`config.mk`:
```
export PLATFORM = sky130hd
export DESIGN_NAME = rr_mux8_arbiter
export DESIGN_NICKNAME = d
export VERILOG_FILES = /design/src/rtl/rr_mux8_arbiter.sv
export SDC_FILE = /design/constraint.sdc
export NUM_CORES = 1
export LEC_CHECK = 0
export CAP_MARGIN = 20
export CORE_MARGIN = 3
export CORE_UTILIZATION = 30
export CTS_CLUSTER_DIAMETER = 200
export CTS_CLUSTER_SIZE = 14
export DETAILED_ROUTE_END_ITERATION = 8
export PLACE_DENSITY = 0.61
export RECOVER_POWER = 25
export SLEW_MARGIN = 20
export SYNTH_ARGS = -nofsm -noshare
export SYNTH_HDL_FRONTEND = slang
export SYNTH_SLANG_ARGS = --single-unit
```
`constraint.sdc`:
```
create_clock -name CLK -period 4.4 [get_ports CLK]
set_clock_uncertainty 0.1 [all_clocks]
set_input_delay 1.32 -clock CLK [delete_from_list [all_inputs] [get_ports CLK]]
set_output_delay 1.32 -clock CLK [all_outputs]
set_load 0.01 [all_outputs]
```
`src/rtl/rr_mux8_arbiter.sv`:
```
// Round-robin arbiter/sequencer muxing 8 W-bit requester lanes onto one valid/ready output.
// Latency: grant registered 1 cycle after REQ seen in IDLE; Y/Y_VALID combinational during GRANT.
// Backpressure: Y_READY low holds the beat and the count; grant ends after BURST_MAX beats or on withdrawal.
module rr_mux8_arbiter #(
  parameter int W         = 8,
  parameter int BURST_MAX = 4
) (
  input  logic           CLK,
  input  logic           RST,
  input  logic [7:0]     REQ,
  input  logic [8*W-1:0] DIN,
  input  logic           Y_READY,
  output logic [W-1:0]   Y,
  output logic           Y_VALID,
  output logic [2:0]     SEL,
  output logic [7:0]     GNT,
  output logic           BUSY
);

  localparam logic [0:0] ST_IDLE  = 1'b0;
  localparam logic [0:0] ST_GRANT = 1'b1;
  localparam logic [7:0] CNT_LAST = 8'(BURST_MAX - 1);

  logic [0:0] state_q, state_d;
  logic [2:0] sel_q, sel_d;
  logic [7:0] gnt_q, gnt_d;
  logic [7:0] cnt_q, cnt_d;
  logic [2:0] ptr_q, ptr_d;

  logic       win_vld;
  logic [2:0] win_idx;
  logic [2:0] scan_idx;
  logic       busy;
  logic       req_sel;
  logic       accept;
  logic [W-1:0] lane_dat;

  // Pick the first requester after ptr_q; scanning offsets high-to-low lets the nearest one win.
  always_comb begin
    win_vld  = 1'b0;
    win_idx  = 3'd0;
    scan_idx = 3'd0;
    for (int i = 8; i >= 1; i--) begin
      scan_idx = ptr_q + 3'(i);
      if (REQ[scan_idx]) begin
        win_vld = 1'b1;
        win_idx = scan_idx;
      end
    end
  end

  // Output channel: only the granted lane is visible, and Y is zeroed whenever it is not valid.
  always_comb begin
    busy     = (state_q == ST_GRANT);
    req_sel  = REQ[sel_q];
    lane_dat = DIN[sel_q*W +: W];
    Y_VALID  = busy & req_sel;
    accept   = Y_VALID & Y_READY;
    Y        = Y_VALID ? lane_dat : '0;
  end

  // Next-state: grant from IDLE, then leave on withdrawal or on the last accepted beat of the burst.
  always_comb begin
    state_d = state_q;
    sel_d   = sel_q;
    gnt_d   = gnt_q;
    cnt_d   = cnt_q;
    ptr_d   = ptr_q;
    if (state_q == ST_IDLE) begin
      if (win_vld) begin
        state_d = ST_GRANT;
        sel_d   = win_idx;
        gnt_d   = 8'd1 << win_idx;
        cnt_d   = 8'd0;
      end
    end else begin
      if (!req_sel || (accept && cnt_q == CNT_LAST)) begin
        state_d = ST_IDLE;
        ptr_d   = sel_q;
        gnt_d   = 8'd0;
        cnt_d   = 8'd0;
      end else if (accept) begin
        cnt_d = cnt_q + 8'd1;
      end
    end
  end

  // State registers; reset puts requester 0 at top priority.
  always_ff @(posedge CLK or posedge RST) begin
    if (RST) begin
      state_q <= ST_IDLE;
      sel_q   <= 3'd0;
      gnt_q   <= 8'd0;
      cnt_q   <= 8'd0;
      ptr_q   <= 3'd7;
    end else begin
      state_q <= state_d;
      sel_q   <= sel_d;
      gnt_q   <= gnt_d;
      cnt_q   <= cnt_d;
      ptr_q   <= ptr_d;
    end
  end

  assign SEL  = sel_q;
  assign GNT  = gnt_q;
  assign BUSY = busy;

endmodule

```
==> results.txt, run 1 <==
The internal power of the cells totals 1480 uW. Prior to clock tree synthesis, the placed netlist has a worst setup slack of -319 ps. In this run, placement finished with an instance count of 448. The net count of the finished layout is 430. After the first detailed-routing iteration, the DRC count stood at 86. The total nets after synthesis is between 300 and 400. 96 I/O pins were placed. The cell area after technology mapping is roughly 2600 sq um. The flow ran to the end, and the final reports show no timing, DRC or antenna violations. The overflow left after global routing came out at 0. Setup repair after global routing left no endpoint under its margin. The placer congestion estimate is 0.893.

STA puts the critical path data required time at a little under 3000 ps. The post-route DRC violation count came out at 0. After clock tree synthesis, the clock-pin slew on the worst setup and hold paths is about 70 ps. On the critical path, the stage with the largest delay is an instance of sky130_fd_sc_hd__mux4_2.

The mean number of vias per cell is 5.48. The kind of cell with the highest combined delay along the critical path is multiplexers. The post-layout minimum cycle time is approximately 4300 ps. The fraction of layout cells with a size suffix above 1 came out at 24.8%.

In the post-route analysis, the smallest setup slack over all paths is about 120 ps. Entering global routing, the biggest net connects 24 pins. The overall die height came out at approximately 99 um. Adding up every negative setup slack in the final design gives 0 ps. The post-DP HPWL came out at 6330 um.

The startpoint identified for the worst register-to-register timing path is ptr_q[1]. The layout filler cell count is 793. The flop-to-flop setup slack is 980 ps.

The worst setup path is captured at an output pin. The worst max-slew margin expressed relative to the limit came out at a little over two fifths. Based on the critical path, the design can be clocked at up to around 230 MHz. The total clock sinks is 23. The combinational power share came out at between 80% and 90%. The footprint of the multi-input gates is 1930 sq um. The sum of buffers and inverters on the critical path came out at 4.

The first global-routing pass estimated ~13,000 um of wire. The final instance count without filler cells is 456. The first-pass detailed-route iteration total came out at 4. The diode insertion count for antenna repair is 0. The worst hold path begins at GNT[2]. The final design instance area without fill came out at 3870 sq um. Counting flops with an async set or reset pin after synthesis yields a share of between 90% and 100%. The width of the die is 99.4 um. At the pin with the least slew margin, the transition time is just under 900 ps. The via count of the first global-routing pass came to 2,610. The switching power as a share of total power came out at between 40% and 50%. The full die area came out at 9870 sq um.

The standard cell area after detailed placement is 3800 sq um. The power per cell area is 715 nW/um^2. The largest fanout of any net on the critical path is 5. The start-to-end type of the worst setup path is input port to output pin.

Setup violations remaining at the end of the flow were counted as 0. The cell leakage power is 0.00155 uW. The synthesis-stage register bit count came out at 23. The tightest min-delay check is of the flop to flop type. The number of hold buffers added after cts is 0.

The start point of the critical path is REQ[3]. The critical path goes through dlygate4sd2_1 -> mux4_2 -> mux2i_2 -> nand2b_4 -> buf_12 -> buf_16 -> nor2_1 -> buf_2. The worst setup path is launched from an input port.

The global-route usage over all layers is 16.3%. For this block, the routed nets add up to roughly 7900 um of wire. The core region is 8340 sq um. The flip-flop and latch area came out at 579 sq um. Relative to the synthesized area, the layout overhead comes to 47.8%.

The average routed wire per standard cell is 17.3 um. The maximum count of clock buffers along a single path came out at 2. The clock tree root buffer cell is sky130_fd_sc_hd__clkbuf_8. The power share of the sequential group is 13.8%. Synthesis instantiated 58 different standard cells from the library.

The number of max-slew violations in the final report is 0. The site row count came out at 33. Across the VDD grid, the largest voltage drop is 0.268 mV. The effective utilization at floorplan came out at roughly a third. Clock latency on the worst-skew pair, taken at its later pin, is 270 ps. The number of CTS-inserted buffers is 3. The clock network power share came out at 4.7%.

The remaining number of nets flagged by the antenna check after routing came out at 0. The net load switching power is about 1300 uW. Port buffering added 95 buffers. In the synthesized netlist the dominant register cell turns out to be sky130_fd_sc_hd__dfrtp_1. The number of antenna violations at the first check in global routing is 0. At the worst endpoint, the arrival time is between 2000 and 3000 ps.

Dividing the final minimum period by the clock period gives between 90 and 100%. The per-instance average area after synthesis is 10.9 sq um. The number of warning messages in the yosys log is 0. The deepest level of the CTS H-tree came out at 1. The via count is about 2,500.

For this run, the slowest stage of the critical path takes 480 ps. The share of the Yosys chip area taken by registers is 22.2%. The number of enable-type register cells in the synthesized netlist came out at 0.

The number of failing hold endpoints at the final stage is 0. The TritonCTS clock tree is yes. Synthesis handed over a netlist of between 200 and 250 instances. The reported max-cap violation count is 0.
## metal layers
layer | global-route usage, % | vias up | wire, um
met5 | 0 | - | 0
met4 | 3.99 | 0 | 106
met3 | 1.75 | 8 | 325
met2 | 29.0 | 66 | 4090
met1 | 21.2 | 1222 | 3370
li1 | - | 1204 | -
## metrics by stage
| stage | power [uW] | util (%) | hold WS, ps |
|---|---|---|---|
| after floorplan | 1910 | - | 407 |
| after global placement | 2560 | 45.5 | 377 |
| after detailed placement | 2580 | 45.5 | 394 |
| after CTS | 2780 | 46.4 | 417 |
| after global routing | 3000 | 46.4 | 439 |
| final | 2770 | 46.4 | 410 |
## cells in the mapped netlist, types with 5 or more instances
library cell / instances / share of area [%]
sky130_fd_sc_hd__dfrtp_1: 20 / 19
sky130_fd_sc_hd__nor2_1: 19 / 2.7
sky130_fd_sc_hd__o21ai_0: 6 / 1.1
sky130_fd_sc_hd__a211oi_1: 5 / 1.4
sky130_fd_sc_hd__mux4_2: 26 / 22
sky130_fd_sc_hd__a32o_1: 5 / 1.9
sky130_fd_sc_hd__inv_1: 8 / 1.1
sky130_fd_sc_hd__mux2i_1: 20 / 7.7
sky130_fd_sc_hd__or3_1: 6 / 1.4
sky130_fd_sc_hd__a21oi_1: 13 / 2.5
sky130_fd_sc_hd__mux2_2: 9 / 3.9
sky130_fd_sc_hd__clkbuf_1: 7 / 1.0
sky130_fd_sc_hd__nand2_1: 19 / 2.7
## power groups by stage
stage	Combinational, uW	Clock (uW)	Sequential [uW]
3_5_place_dp	2190	0	386
6_report	2250	130	383
2_1_floorplan	1560	0	345
5_1_grt	2460	144	395
4_1_cts	2260	135	385
3_3_place_gp	2170	0	382
## path summary, 6_finish.rpt
kind	end	cells past startpoint
setup / recovery	Y[6]	8
hold / removal	GNT[2]	1
setup reg to reg	GNT[1]	8
hold reg to reg	GNT[2]	1
max in group asynchronous	SEL[1]	2
min in group asynchronous	cnt_q[3]	2
## final cells by class
type / count / area share [%]
multi-input cells: 194 / 50.0
clock buffers: 4 / 1.17
repair buffers: 122 / 29.7
inverters: 8 / 0.777
flip-flops and latches: 23 / 15.0
well taps: 105 / 3.40
## sequential cells by signal (all words and copies together), names as in the netlist
signal,flops
SEL,3
BUSY,1
ptr_q,3
cnt_q,8
GNT,8
## what timing repair did
| action | 4_1_cts | 5_1_grt |
|---|---|---|
| setup endpoints to repair | 9 | 0 |
| hold endpoints to repair | 0 | 0 |
| resized for setup | 48 | 0 |
| setup buffers | 3 | 0 |
## cell usage in the layout (no fill, tap or decap), drive strengths merged, types with 3 or more instances in the layout
cell type	n
a21oi	13
ha	3
clkbuf	4
o21ai	8
nor2	19
inv	8
o31ai	5
mux2	13
a32o	5
nand2	19
dfrtp	20
or3	6
nand2b	4
dfstp	3
or4	3
mux2i	20
a211oi	6
mux4	29
clkdlybuf4s50	77
dlygate4sd2	8
buf	36
o41ai	6
## logic make-up after synthesis
kind of cell	share of synthesized area, %
muxes	38.7
xor gates and xnor gates	0.670
adders and majority gates	1.44
and+or+nand+nor	13.1
buffers and inverters	4.35
AOI/OAI and AO/OA	19.6
DFF	22.2
No activity file was read; power rests on OpenSTA's default activity.
==> run 2: changes to the inputs <==
CTS_CLUSTER_SIZE = not set   (was 14)
MAX_ROUTING_LAYER = met4   (was not set)
==> run 2 against run 1 <==
  * First-iteration DRC count shrank 3.5%
  * Critical path depth did not move
  * Maximum frequency is essentially flat
  * Hold slack gained 0.55 ps
  * Non-clock buffer count is the same
  * Setup slack hardly changed
  * Power about the same
  * Via count hardly changed
  * Combinational power is essentially flat
  * Critical path type unchanged
  * Critical endpoint unchanged
  * Largest cell class unchanged
==> results.txt, run 2 (synthesized netlist as in run 1, its figures left out) <==
Of the total power, combinational logic draws 81.4%. The worst setup path is captured at an output pin. The largest delay contributor family on the critical path is multiplexers.

The remaining number of nets flagged by the antenna check after routing came out at 0. The post-DP HPWL came out at 6330 um. The met1 usage in global routing is roughly 22%. The number of max-slew violations in the final report came to 0.

The clock transition at the register clock pins on the worst setup and hold paths after CTS is 80 ps. The effective utilization at floorplan came out at between 30% and 40%. The first-pass detailed-route iteration total came out at 4. The largest fanout of any net on the critical path is 5. The worst max-slew margin expressed relative to the limit came out at 41.8%.

The deepest level of the CTS H-tree is 1. The slowest stage of the critical path is the sky130_fd_sc_hd__mux4_2 cell. The power per cell area is 716 nW/um^2.

Counting the fill cells in the layout gives 793. Sequential cells burn 13.8% of the power. The delay of the slowest cell on the worst path is roughly 480 ps. The reported max-cap violation count came out at 0. The clock latency of the later-clocked register in the worst-skew pair is ~270 ps. The TritonCTS clock tree is yes. The most critical setup path has its startpoint at REQ[3]. The setup slack of the critical path after layout is about 120 ps. The startpoint kind of the worst setup timing path is an input port. The mean number of vias per cell is 5.48. The final setup violation count is 0.

The global-route usage over all layers came out at 16.8%. The worst register-to-register path begins at ptr_q[1]. The post-layout minimum cycle time is ~4300 ps. The start-to-end type of the worst setup path is input port to output pin. The met3 global-route usage is 1.26%.

The synthesis-to-layout area growth came out at 47.8%. The top-level port count is 96. The number of failing hold endpoints at the final stage is 0. The fraction of layout cells with a size suffix above 1 came out at 24.8%. Walking the worst path, the cells encountered are dlygate4sd2_1 -> mux4_2 -> mux2i_2 -> nand2b_4 -> buf_12 -> buf_16 -> nor2_1 -> buf_2. The clock network power share came out at roughly 4.7%. The met2 layer usage reported by global route is 29.0%. The maximum operating frequency came out at 234 MHz. The number of buffers added on ports came out at between 90 and 100. The switching power as a share of total power is between 40% and 50%. The number of cell instances on the worst register-to-register path is 8. The number of antenna violations at the first check in global routing is 0. The site row count came out at 33. The die is 99.4 um wide. Setup repair after global routing left no endpoint under its margin. The post-route DRC violation count came out at 0. The via count of the first global-routing pass is between 2,000 and 3,000.

The clock tree root buffer cell is sky130_fd_sc_hd__clkbuf_8. The largest net degree at the start of global routing came out at 24. The actual slew at the worst max-slew pin is ~870 ps. The top cell types in the final layout, fill and taps aside, are sky130_fd_sc_hd__clkdlybuf4s50_1 (77), sky130_fd_sc_hd__mux4_2 (26), sky130_fd_sc_hd__buf_4 (23). VDD sags by at most 0.268 mV. At the worst endpoint, the required time is 2980 ps. The via count came out at 2,498. Routability-driven placement finished with a final weighted congestion of around 0.9.

The share of the cycle needed by the critical path after routing is 97.3%. For the worst setup path, the data arrival time is 2860 ps. The internal power component came out at around 1500 uW. The post-detailed-routing wire length came out at 7890 um. The average routed wire per standard cell is 17.3 um. The run finished with clean final reports.

The detailed router finished its first iteration with 83 violations. The most frequent standard cell in the layout excluding fill and tap cells is sky130_fd_sc_hd__clkdlybuf4s50_1. The overall die height came out at 99.4 um. The worst hold path begins at GNT[0].

The number of CTS-inserted buffers is 3. The clock passes through at most 2 buffers. The total clock sinks is 23. The total number of nets in the final design came out at 430. The first global-routing pass estimated 13,200 um of wire. The cell leakage power is roughly 0.0015 uW. The setup slack after placement came out at -319 ps. The overflow left after global routing is 0. The cell count of the worst hold path is 2. The net load switching power came out at 1290 uW. Final hold analysis gives a worst-case slack of just over 400 ps. The class of the tightest hold or removal check is flop to flop. The cell depth of the worst setup path is 8. For this design, the CTS-stage hold fixing added 0 buffers. The diode insertion count for antenna repair is 0. The die covers 9870 sq um. The layer flagged by global routing as most heavily used is met2. The sum of buffers and inverters on the critical path came out at 4.

After floorplanning, the core was sized to cover between 8000 and 9000 sq um.
[run 2: final timing paths]
check                                 to  slack (ps)
max in group asynchronous         SEL[1]        2090
worst max register to register    GNT[1]         980
worst min-delay path              GNT[0]         410
min in group asynchronous       cnt_q[3]        1570
worst max-delay path                Y[6]         120
worst min register to register    GNT[0]         410
[run 2: per-stage QoR]
step / area, sq um / utilization, % / instances / setup TNS, ps / power, uW
5_1_grt: 3870 / 46.4 / 456 / 0 / 3000
4_1_cts: 3870 / 46.4 / 456 / 0 / 2780
6_report: 3870 / 46.4 / 456 / 0 / 2770
3_3_place_gp: 3800 / 45.5 / 448 / -2360 / 2560
3_5_place_dp: 3800 / 45.5 / 448 / -2770 / 2580
2_1_floorplan: 2620 / - / 239 / 0 / 1910
[run 2: routing by layer]
| layer | up-vias | share of wire [%] |
|---|---|---|
| met4 | 0 | 1.3 |
| met1 | 1222 | 44 |
| li1 | 1204 | - |
| met2 | 64 | 52 |
| met5 | - | 0 |
| met3 | 8 | 3.4 |
[run 2: layout make-up]
cell class,instances,area [sq um],area share (%)
Inverter,8,30.0,0.777
Tap cell,105,131,3.40
Sequential cell,23,579,15.0
Multi-Input combinational cell,194,1930,50.0
Timing Repair Buffer,122,1150,29.7
Clock buffer,4,45.0,1.17
[run 2: power by group through the flow]
stage	Sequential (uW)	Clock [uW]	Combinational, uW
final	383	130	2250
after global placement	382	0	2170
after CTS	385	135	2260
after global routing	395	144	2460
after detailed placement	386	0	2190
after floorplan	345	0	1560
[run 2: repair_timing]
action,CTS,global route
setup buffers,3,0
resized for setup,48,0
endpoints found under the hold margin,0,0
endpoints found under the setup margin,9,0
[run 2: worst register-to-register path, cell delays in order, from the launching register on]
cell	delay, ps
sky130_fd_sc_hd__dfstp_2	540
sky130_fd_sc_hd__inv_1	110
sky130_fd_sc_hd__ha_1	650
sky130_fd_sc_hd__mux4_1	460
sky130_fd_sc_hd__mux2i_1	270
sky130_fd_sc_hd__nand2b_1	90
sky130_fd_sc_hd__o311a_1	370
sky130_fd_sc_hd__a211o_1	350
sky130_fd_sc_hd__o41ai_1	380
==> run 3: changes to the inputs <==
SLEW_MARGIN = not set   (was 20)
==> results of run 3 <==
Final layout, timing and power as in run 2 (identical DEF).
